--- config.mk ---
export PLATFORM = sky130hd
export DESIGN_NAME = rv32v_scalar_issue_bridge
export DESIGN_NICKNAME = d
export VERILOG_FILES = /design/src/rtl/rv32v_types_pkg.sv /design/src/rtl/rv32v_sync_fifo.sv /design/src/rtl/rv32v_scalar_issue_bridge.sv
export SDC_FILE = /design/constraint.sdc
export NUM_CORES = 1
export LEC_CHECK = 0
export CAP_MARGIN = 30
export CORE_MARGIN = 2
export CORE_UTILIZATION = 50
export CTS_CLUSTER_DIAMETER = 40
export DETAILED_ROUTE_END_ITERATION = 12
export GPL_TIMING_DRIVEN = 0
export PLACE_DENSITY = 0.75
export REMOVE_ABC_BUFFERS = 1
export SYNTH_ARGS = -nofsm -noshare
export SYNTH_HDL_FRONTEND = slang
export SYNTH_SLANG_ARGS = --single-unit
export TNS_END_PERCENT = 50
--- constraint.sdc ---
create_clock -name CLK -period 7.2 [get_ports CLK]
set_input_delay 1.44 -clock CLK [delete_from_list [all_inputs] [get_ports CLK]]
set_output_delay 1.44 -clock CLK [all_outputs]
set_load 0.02 [all_outputs]
--- src/rtl/rv32v_types_pkg.sv ---
// Shared types and defaults for the scalar-to-vector issue bridge.
package rv32v_types_pkg;

    localparam int QDEPTH_DEF  = 4;
    localparam int WBDEPTH_DEF = 2;

    typedef struct packed {
        logic [31:0] instr;
        logic [31:0] rs1_data;
        logic [31:0] rs2_data;
        logic        writes_rd;
        logic [4:0]  rd_sel;
    } vissue_entry_t;

    typedef struct packed {
        logic [4:0]  sel;
        logic [31:0] data;
    } vwb_entry_t;

    // One-hot register mask; x0 never appears in the scoreboard.
    function automatic logic [31:0] reg_mask(input logic [4:0] sel);
        logic [31:0] m;
        m = '0;
        if (sel != 5'd0) m[sel] = 1'b1;
        return m;
    endfunction

endpackage

--- src/rtl/rv32v_sync_fifo.sv ---
// Type/depth-parameterized synchronous FIFO with a combinational head and an
// entry scan port that reports which entries survive this cycle's dequeue.
module rv32v_sync_fifo #(
    parameter type T     = logic [31:0],
    parameter int  DEPTH = 4
) (
    input  logic             clk,
    input  logic             srst,
    input  logic             clear,
    input  logic             push,
    input  logic             pop,
    input  T                 wdata,
    output T                 head,
    output logic             full,
    output logic             empty,
    output T [DEPTH-1:0]     entries,
    output logic [DEPTH-1:0] entry_pending
);

    localparam int PW = (DEPTH > 1) ? $clog2(DEPTH) : 1;
    localparam int CW = $clog2(DEPTH + 1);

    T               mem_reg [DEPTH];
    logic [PW-1:0]  wr_ptr_reg, rd_ptr_reg;
    logic [CW-1:0]  count_reg;
    logic           do_push, do_pop;

    function automatic logic [PW-1:0] ptr_inc(input logic [PW-1:0] p);
        return (p == PW'(DEPTH - 1)) ? '0 : p + PW'(1);
    endfunction

    assign full    = (count_reg == CW'(DEPTH));
    assign empty   = (count_reg == '0);
    assign do_pop  = pop && !empty;
    assign do_push = push && (!full || do_pop);
    assign head    = mem_reg[rd_ptr_reg];

    always_ff @(posedge clk) begin
        if (srst || clear) begin
            wr_ptr_reg <= '0;
            rd_ptr_reg <= '0;
            count_reg  <= '0;
        end else begin
            if (do_push) wr_ptr_reg <= ptr_inc(wr_ptr_reg);
            if (do_pop)  rd_ptr_reg <= ptr_inc(rd_ptr_reg);
            if (do_push && !do_pop)      count_reg <= count_reg + CW'(1);
            else if (!do_push && do_pop) count_reg <= count_reg - CW'(1);
        end
    end

    always_ff @(posedge clk) begin
        if (do_push && !clear) mem_reg[wr_ptr_reg] <= wdata;
    end

    // An entry is live if its distance from the head is below the count; the
    // head being dequeued this cycle counts as already dispatched.
    genvar gi;
    for (gi = 0; gi < DEPTH; gi++) begin : g_scan
        logic [CW-1:0] offset;
        assign offset            = CW'((gi + DEPTH - int'(rd_ptr_reg)) % DEPTH);
        assign entries[gi]       = mem_reg[gi];
        assign entry_pending[gi] = (offset < count_reg) && !(do_pop && offset == '0);
    end

endmodule

--- src/rtl/rv32v_scalar_issue_bridge.sv ---
// Scalar side of the scalar-to-vector link: issue queue, writeback merge and
// pending-register scoreboard. Define RV32V_BRIDGE_PERF_EN for perf counters.
module rv32v_scalar_issue_bridge
    import rv32v_types_pkg::*;
#(
    parameter int QDEPTH  = QDEPTH_DEF,
    parameter int WBDEPTH = WBDEPTH_DEF
) (
    input  logic        CLK,
    input  logic        RST,
    input  logic        issue_valid,
    input  logic [31:0] issue_instr,
    input  logic [31:0] issue_rs1_data,
    input  logic [31:0] issue_rs2_data,
    input  logic        issue_writes_rd,
    input  logic [4:0]  issue_rd_sel,
    output logic        issue_ready,
    output logic [31:0] instr,
    output logic [31:0] rs1_data,
    output logic [31:0] rs2_data,
    output logic        v_valid,
    input  logic        v_ready,
    output logic        scalar_hazard_if_ret,
    output logic        returnex,
    input  logic        if_ret_in,
    input  logic        flush,
    input  logic        rd_wen,
    input  logic [4:0]  rd_sel,
    input  logic [31:0] rd_data,
    input  logic        scalar_wb_wen,
    input  logic [4:0]  scalar_wb_sel,
    input  logic [31:0] scalar_wb_data,
    output logic        rf_wen,
    output logic [4:0]  rf_sel,
    output logic [31:0] rf_data,
    input  logic [4:0]  hz_rs1_sel,
    input  logic [4:0]  hz_rs2_sel,
    input  logic [4:0]  hz_rd_sel,
    output logic        hazard_stall,
    output logic        wb_overflow
`ifdef RV32V_BRIDGE_PERF_EN
    ,
    output logic [31:0] perf_issued,
    output logic [31:0] perf_stall
`endif
);

    vissue_entry_t                issue_entry, iq_head;
    vissue_entry_t [QDEPTH-1:0]   iq_entries;
    logic [QDEPTH-1:0]            iq_kept;
    logic                         iq_full, iq_empty, issue_fire, v_fire;
    vwb_entry_t                   wb_entry, wb_head;
    vwb_entry_t [WBDEPTH-1:0]     wb_entries_unused;
    logic [WBDEPTH-1:0]           wb_kept_unused;
    logic                         wb_full, wb_empty, wb_push, wb_pop, wb_accept;
    logic                         head_meta_unused;
    logic [31:0]                  pending_reg, pending_next, drop_mask;
    logic                         returnex_reg, if_ret_reg, overflow_reg;
    logic                         rf_wen_reg;
    logic [4:0]                   rf_sel_reg;
    logic [31:0]                  rf_data_reg;

    assign issue_entry = '{instr: issue_instr, rs1_data: issue_rs1_data,
                           rs2_data: issue_rs2_data, writes_rd: issue_writes_rd,
                           rd_sel: issue_rd_sel};

    // A second writer to a pending register is held back, so set and clear
    // of the same scoreboard bit never collide.
    assign issue_ready = !RST && !iq_full && !flush &&
                         !(issue_writes_rd && |(reg_mask(issue_rd_sel) & pending_reg));
    assign issue_fire  = issue_valid && issue_ready;
    assign v_valid     = !RST && !iq_empty;
    assign v_fire      = v_valid && v_ready;
    assign instr       = v_valid ? iq_head.instr    : '0;
    assign rs1_data    = v_valid ? iq_head.rs1_data : '0;
    assign rs2_data    = v_valid ? iq_head.rs2_data : '0;
    assign head_meta_unused = ^{iq_head.writes_rd, iq_head.rd_sel};

    rv32v_sync_fifo #(.T(vissue_entry_t), .DEPTH(QDEPTH)) u_issue_fifo (
        .clk(CLK), .srst(RST), .clear(flush), .push(issue_fire), .pop(v_fire),
        .wdata(issue_entry), .head(iq_head), .full(iq_full), .empty(iq_empty),
        .entries(iq_entries), .entry_pending(iq_kept)
    );

    assign wb_entry  = '{sel: rd_sel, data: rd_data};
    assign wb_push   = rd_wen && (rd_sel != 5'd0);
    assign wb_pop    = !scalar_wb_wen && !wb_empty;
    assign wb_accept = wb_push && (!wb_full || wb_pop);

    rv32v_sync_fifo #(.T(vwb_entry_t), .DEPTH(WBDEPTH)) u_wb_fifo (
        .clk(CLK), .srst(RST), .clear(1'b0), .push(wb_accept), .pop(wb_pop),
        .wdata(wb_entry), .head(wb_head), .full(wb_full), .empty(wb_empty),
        .entries(wb_entries_unused), .entry_pending(wb_kept_unused)
    );

    always_comb begin
        drop_mask = '0;
        for (int i = 0; i < QDEPTH; i++) begin
            if (iq_kept[i] && iq_entries[i].writes_rd)
                drop_mask = drop_mask | reg_mask(iq_entries[i].rd_sel);
        end
    end

    always_comb begin
        pending_next = pending_reg;
        if (flush)  pending_next = pending_next & ~drop_mask;
        if (wb_pop) pending_next = pending_next & ~reg_mask(wb_head.sel);
        if (issue_fire && issue_writes_rd)
            pending_next = pending_next | reg_mask(issue_rd_sel);
    end

    assign hazard_stall = |(pending_reg & (reg_mask(hz_rs1_sel) | reg_mask(hz_rs2_sel) |
                                           reg_mask(hz_rd_sel)));

    always_ff @(posedge CLK) begin
        if (RST) begin
            pending_reg  <= '0;
            returnex_reg <= 1'b0;
            if_ret_reg   <= 1'b0;
            overflow_reg <= 1'b0;
            rf_wen_reg   <= 1'b0;
            rf_sel_reg   <= '0;
            rf_data_reg  <= '0;
        end else begin
            pending_reg  <= pending_next;
            returnex_reg <= flush;
            if_ret_reg   <= if_ret_in;
            if (wb_push && !wb_accept) overflow_reg <= 1'b1;
            // Scalar pipeline owns the port when it writes; the buffer waits.
            rf_wen_reg <= scalar_wb_wen || wb_pop;
            if (scalar_wb_wen) begin
                rf_sel_reg  <= scalar_wb_sel;
                rf_data_reg <= scalar_wb_data;
            end else if (wb_pop) begin
                rf_sel_reg  <= wb_head.sel;
                rf_data_reg <= wb_head.data;
            end
        end
    end

    assign returnex             = returnex_reg;
    assign scalar_hazard_if_ret = if_ret_reg;
    assign wb_overflow          = overflow_reg;
    assign rf_wen               = rf_wen_reg;
    assign rf_sel               = rf_sel_reg;
    assign rf_data              = rf_data_reg;

`ifdef RV32V_BRIDGE_PERF_EN
    logic [31:0] perf_issued_reg, perf_stall_reg;

    always_ff @(posedge CLK) begin
        if (RST) begin
            perf_issued_reg <= '0;
            perf_stall_reg  <= '0;
        end else begin
            if (v_fire) perf_issued_reg <= perf_issued_reg + 32'd1;
            if (issue_valid && !issue_ready) perf_stall_reg <= perf_stall_reg + 32'd1;
        end
    end

    assign perf_issued = perf_issued_reg;
    assign perf_stall  = perf_stall_reg;
`endif

endmodule

== Word level (Yosys, flattened, before mapping) ==
Memory sizes are Yosys's and may differ from the RTL's. A register that Yosys moved wholly into a read port is not among the register bits.
Index checks and enable logic that the tools add are counted.
Operators by class
  add/sub/neg operators: 12
  order comparisons: 22
  eq/ne operators: 4
  multiplexer cells: 62
  bitwise gates (word level): 16
  reductions and logical operators: 89
Operators with widths (count)
  32-bit 2-to-1 mux: 26
  32-bit OR: 6
  32-bit AND: 4
  32-bit NOT: 2
  32-bit OR reduction: 2
  5-bit by 6-bit less-than comparator with 1-bit output (second input constant): 9
  5-bit nonzero test: 10
  1-bit demux with 5-bit select: 9
  5-bit by 1-bit >= comparator with 1-bit output (second input constant): 9
  1-bit logical AND: 42
  1-bit zero test: 17
  1-bit 2-to-1 mux: 17
  3-bit by 2-bit subtractor with 4-bit output (first input constant): 4
  3-bit zero test: 5
  3-bit less-than comparator: 4
  2-bit 2-to-1 mux: 6
  5-bit 2-to-1 mux: 2
  2-bit OR reduction: 4
  2-bit by 1-bit adder with 2-bit output (second input constant): 3
  2-bit equality test (second input constant): 3
  3-bit 2-to-1 mux: 2
  2-bit nonzero test: 3
  1-bit logical OR: 5
  1-bit AND: 4
  6 further kinds: 7
Word-level totals
  register bits after elaboration: 84
  memory bits (writable): 482
  input bits: 199
  output and inout bits: 140
  logic and storage cells: 220
  memories kept: 2
Memory list
  u_issue_fifo.mem_reg: words 4, bits a word 102, rd ports 5, clocked after memory_dff 1, wr ports 1, line rv32v_sync_fifo.sv:23  | T mem_reg [DEPTH];
  u_wb_fifo.mem_reg: words 2, bits a word 37, rd ports 1, clocked after memory_dff 1, wr ports 1, line rv32v_sync_fifo.sv:23

== Depth between registers and ports, before layout ==
  word-level depth: 23
  mapped depth: 16
  depth with buffers taken out: 13

== By module ==
A second synthesis with hierarchy kept.
Unflattened totals
  cell total of the unflattened synthesis: 1658
  area total of the unflattened synthesis: 24781.3 um^2
Modules (own cells, without submodules)
  rv32v_sync_fifo (u_issue_fifo): times used 1, cells an instance 610, area an instance 15396.0 um^2, sequential area each 12431.9 um^2
  rv32v_scalar_issue_bridge: times used 1, cells an instance 897, area an instance 6413.7 um^2, sequential area each 1441.4 um^2
  rv32v_sync_fifo (u_wb_fifo): times used 1, cells an instance 151, area an instance 2971.6 um^2, sequential area each 2322.2 um^2

== Worst setup path after synthesis ==
OpenSTA, ideal clock, no wires.
  path kind: input to register
  start point: input issue_rd_sel[3]
  end point: memory u_issue_fifo.mem_reg[1][0] (netlist bit) (enable)
  library setup time: 472 ps
  data arrival time: 5732 ps
  data required time: 6728 ps
  slack: 995 ps
  stages on the path: 10
  buffers on the path: 2
  path through: buf_2 nor2b_1 nand2_1 a21oi_1 or4_1 or4_1 buf_2 a21o_4 inv_2 and2_1
On the way
  longest elaborated chain between the ends: 15
  elaborated cells between the ends (all ways): 17
  those cells by class: order compare: 2; mux: 5; bitwise: 1; reduce/logical: 9
Ends and longest elaborated chain
  from (decl): line rv32v_scalar_issue_bridge.sv:16  | input logic [4:0] issue_rd_sel,
  5-bit by 6-bit less-than comparator with 1-bit output (not written as such) or 5-bit by 1-bit >= comparator with 1-bit output (tied branches): line rv32v_types_pkg.sv:24  | if (sel != 5'd0) m[sel] = 1'b1;
  1-bit logical AND (not written as such): line rv32v_types_pkg.sv:24
  1-bit 2-to-1 mux (not written as such): line rv32v_types_pkg.sv:24
  1-bit demux with 5-bit select: line rv32v_types_pkg.sv:24
  32-bit 2-to-1 mux *: line rv32v_types_pkg.sv:24
  32-bit AND *: line rv32v_scalar_issue_bridge.sv:70  | !(issue_writes_rd && |(reg_mask(issue_rd_sel) & pending_reg));
  32-bit OR reduction *: line rv32v_scalar_issue_bridge.sv:70
  1-bit logical AND *: line rv32v_scalar_issue_bridge.sv:70
  1-bit zero test *: line rv32v_scalar_issue_bridge.sv:70
  1-bit logical AND *: line rv32v_scalar_issue_bridge.sv:69  | assign issue_ready = !RST && !iq_full && !flush &&
  1-bit logical AND *: line rv32v_scalar_issue_bridge.sv:71  | assign issue_fire = issue_valid && issue_ready;
  1-bit logical AND *: line rv32v_sync_fifo.sv:35  | assign do_push = push && (!full || do_pop);
  1-bit logical AND *: line rv32v_sync_fifo.sv:52  | if (do_push && !clear) mem_reg[wr_ptr_reg] <= wdata;
  1-bit 2-to-1 mux *: line rv32v_sync_fifo.sv:52
  1-bit 2-to-1 mux (not written as such) *: line rv32v_sync_fifo.sv:52
  to (decl): line rv32v_sync_fifo.sv:23
Mark *: on every way between the ends. The rest lies on a longest branch, timed or not.

== Worst setup path in the final report ==
  start point: input issue_rd_sel[3]
  end point: output issue_ready
On the way
  longest elaborated chain between the ends: 10
  elaborated cells between the ends (all ways): 12
  those cells by class: order compare: 2; mux: 3; bitwise: 1; reduce/logical: 6
Ends and longest elaborated chain
  5-bit by 6-bit less-than comparator with 1-bit output (not written as such) or 5-bit by 1-bit >= comparator with 1-bit output (tied branches): line rv32v_types_pkg.sv:24
  1-bit logical AND (not written as such): line rv32v_types_pkg.sv:24
  1-bit 2-to-1 mux (not written as such): line rv32v_types_pkg.sv:24
  1-bit demux with 5-bit select: line rv32v_types_pkg.sv:24
  32-bit 2-to-1 mux *: line rv32v_types_pkg.sv:24
  32-bit AND *: line rv32v_scalar_issue_bridge.sv:70
  32-bit OR reduction *: line rv32v_scalar_issue_bridge.sv:70
  1-bit logical AND *: line rv32v_scalar_issue_bridge.sv:70
  1-bit zero test *: line rv32v_scalar_issue_bridge.sv:70
  1-bit logical AND *: line rv32v_scalar_issue_bridge.sv:69
  to (decl): line rv32v_scalar_issue_bridge.sv:17  | output logic issue_ready,
Marked as above.

==> Flow_metrics.wiki <==
{| class="wikitable"
! Metric !! Value
|-
| Die H || ~220 um
|-
| Endpoint class of the critical path || output pin
|-
| Weighted congestion reported at the end of routability-driven placement || around 0.9
|-
| Half-perimeter wire length after placement || roughly 43000 um
|-
| Global-route wire length before repair || slightly below 100000 um
|-
| Most instantiated library cell after synthesis || sky130_fd_sc_hd__edfxtp_1
|-
| Post-Place Worst Slack || around 680 ps
|-
| Critical Setup Path Class || input pin to output pin
|-
| Detailed router's first-iteration violation count || ~1400
|-
| Clock Skew || between 20 and 25 ps
|-
| Post-CTS setup repair buffer count || 0
|-
| Via count of the routed design || around 16000
|-
| Clock Path Buffers || 3
|-
| Signal arrival time at the worst endpoint || 5130 ps
|-
| Number of enable flip-flop cells after synthesis || 482
|-
| Input/output buffers || roughly 340
|-
| Width of the die || roughly 220 um
|-
| Worst slew slack as a fraction of its limit || 34.5%
|-
| Wire length per cell after detailed routing || 24.5 um
|-
| Crit-path cells || clkdlybuf4s50_1, nor2b_1, nand2_1, a21oi_1, or4_1, or4_1, a21boi_0, clkdlybuf4s50_1
|-
| Fin. max-slew vios || 0
|-
| Worst-case setup margin in the final layout || roughly 630 ps
|-
| Most common library cells after synthesis || 482 x sky130_fd_sc_hd__edfxtp_1, 145 x sky130_fd_sc_hd__nor2_1, 103 x sky130_fd_sc_hd__and3_1
|-
| Number of clock buffers inserted by TritonCTS || 80
|-
| Number of H-tree levels || 3
|-
| Pwr per Cell Area || approximately 270 mW/mm^2
|-
| Filler instances || between 3000 and 4000
|-
| Antenna violations before repair || 10
|-
| Post-place instance area || approximately 0.029 mm^2
|-
| Number of library cell types mapped by synthesis || 64
|-
| Share of the synthesized area in the top cell type || around 60%
|-
| Most frequently used flop master after synthesis || sky130_fd_sc_hd__edfxtp_1
|-
| Vias in the first global route || between 15000 and 20000
|-
| Count of state elements after synthesis || 568
|-
| Residual DRC count || 0
|-
| Clock tree from TritonCTS || built
|-
| Starting utilization of the core area || between 50 and 60%
|-
| Status || completed
|-
| Shortest period the worst path allows || approximately 6600 ps
|-
| First drt pass iteration count || 5
|-
| Sinks on the clock net || roughly 570
|-
| Clk Latency, worst-skew pair || 620 ps
|-
| Clock Root Buffer || sky130_fd_sc_hd__clkbuf_16
|-
| Avg Inst Size Synth || around 14 um^2
|-
| Final Hold Violating Endpoints || 0
|-
| Data required time at the worst endpoint || approximately 5800 ps
|-
| Count of hold buffers inserted by post-cts repair || 0
|-
| Share of the clock period used by the worst path || just over 90%
|-
| Worst Max-Slew Pin Slew || 982 ps
|-
| Remaining global-route overflow || 0
|-
| Row count || 80
|-
| Slowest cell delay on critical path || 910 ps
|-
| Total Wirelength || about 66000 um
|-
| Layout Nets || approximately 2200
|-
| Max Fanout on Critical Path || 20
|-
| IO Count || approximately 340
|-
| Seq/Total Area, Yosys || about 67%
|-
| Crit path max-delay cell type || sky130_fd_sc_hd__clkdlybuf4s50_1
|-
| Die area || between 0.05 and 0.06 mm^2
|-
| Pin count of the biggest net entering global routing || 83
|-
| Final design area excluding fillers || just over 0.03 mm^2
|-
| Tightest Hold Check Type || flop to flop
|-
| Endpoints failing setup || 0
|-
| Post-cts resize count || 0
|-
| Number of routed nets with antenna violations || 0
|-
| Biggest area consumer among synthesized cells || sky130_fd_sc_hd__edfxtp_1
|-
| Unrepaired setup endpoints after global routing || false
|-
| FFs w/ async S/R, synth || 0%
|-
| Static leakage power || approximately 10 nW
|-
| Max VDD drop || roughly 0.36 mV
|-
| Setup crit start kind || input pin
|-
| Core Region || around 0.048 mm^2
|-
| Register area || 0.0162 mm^2
|-
| Gate count of the mapped netlist || 1676
|-
| Leading cell types by total area after synthesis || sky130_fd_sc_hd__edfxtp_1 60%, sky130_fd_sc_hd__mux4_2 8.9%, sky130_fd_sc_hd__dfxtp_1 7.1%, sky130_fd_sc_hd__and3_1 2.7%, sky130_fd_sc_hd__nor2_1 2.2%
|-
| Layout overhead on the synthesized area || 28.9%
|-
| Area of combinational cells with multiple inputs || ~0.0075 mm^2
|-
| Via density per instance || between 6 and 7
|-
| Register clock-pin slew on the reported worst setup and hold paths || 50 ps
|-
| Tot GR Track Use || around a quarter
|-
| Top achievable clock speed || around 0.15 GHz
|-
| Flip-flop count of the largest register after layout || about 410
|-
| Number of synthesis warnings || 0
|-
| Total standard cell area after synthesis || ~0.024 mm^2
|-
| MaxCap Viol Count || 0
|-
| Fraction of final layout cells sized beyond drive strength 1 || between 10 and 15%
|}
[routing by layer]
| layer | wire [um] | track usage (%) | share of wire (%) |
|---|---|---|---|
| met5 | 110 | 0 | 0.17 |
| met2 | 31500 | 41.7 | 48 |
| met4 | 1530 | 7.63 | 2.3 |
| met1 | 26100 | 33.6 | 40 |
| met3 | 6660 | 9.25 | 10 |
[worst paths after layout]
kind	start	slack [ps]	cells after the start	end
worst max-delay path	issue_rd_sel[3]	630	8	issue_ready
worst min-delay path	wb_overflow	470	2	wb_overflow
worst max register to register	pending_reg[21]	3280	10	u_issue_fifo.mem_reg[0][61]
worst min register to register	wb_overflow	470	2	wb_overflow
[critical path: cells and delay by family]
family | cells | cell delay (ps)
simple gates | 4 | 1830
compound gates | 2 | 310
buf+inv | 2 | 1540
[through the flow]
step / util [%] / instances / setup TNS, ps / hold WS (ps) / power [W]
6_report: 65.3 / 2694 / 0 / 470 / 0.00855
5_1_grt: 65.3 / 2692 / 0 / 486 / 0.00884
4_1_cts: 65.3 / 2691 / 0 / 476 / 0.00860
3_5_place_dp: 59.8 / 2543 / 0 / 463 / 0.00481
3_3_place_gp: 58.5 / 2518 / -1187620 / 457 / 0.00477
2_1_floorplan: - / 1565 / 0 / 471 / 0.00434
[report_power, final]
part,internal (W),switching [W]
clock,0.00232,0.00147
combinational,0.000431,0.000568
sequential,0.00370,0.0000628
total,0.00645,0.00210
[cells in the final DEF, fill, tap and decap left out, types with 38 or more instances in the layout]
master / synthesis / final
sky130_fd_sc_hd__nand2_1: 67 / 67
sky130_fd_sc_hd__mux4_2: 96 / 96
sky130_fd_sc_hd__o22ai_1: 50 / 50
sky130_fd_sc_hd__and3_1: 103 / 103
sky130_fd_sc_hd__a211oi_1: 38 / 38
sky130_fd_sc_hd__clkdlybuf4s50_1: 0 / 336
sky130_fd_sc_hd__nor2_1: 145 / 143
sky130_fd_sc_hd__o21ai_0: 53 / 53
sky130_fd_sc_hd__mux2i_1: 40 / 40
sky130_fd_sc_hd__edfxtp_1: 482 / 482
sky130_fd_sc_hd__a21oi_1: 53 / 53
sky130_fd_sc_hd__nor3_1: 59 / 59
sky130_fd_sc_hd__dfxtp_1: 86 / 83
sky130_fd_sc_hd__clkbuf_16: 0 / 82
[cell type report]
type	count	share of cell area, %
repair buffers	364	12.7
clock inverters	54	1.76
multi-input cells	974	24.2
flip-flops and latches	568	51.9
diodes	2	0.0160
inverters	23	0.285
well taps	615	2.47
clock buffers	94	6.69
[kinds of logic (layout without fill, tap and decap cells)]
family          count (synthesis)  after routing  synth area share [%]
flops                         568            568                  66.9
simple gates                  544            544                  11.8
compound gates                266            266                  7.21
mux                           143            143                  10.9
buf+inv                       134            535                  2.13
fa+ha+maj                      15             15                 0.806
xor+xnor                        6              6                 0.217
other cells                     0              2                     0
Power figures use the tool's default switching activity.
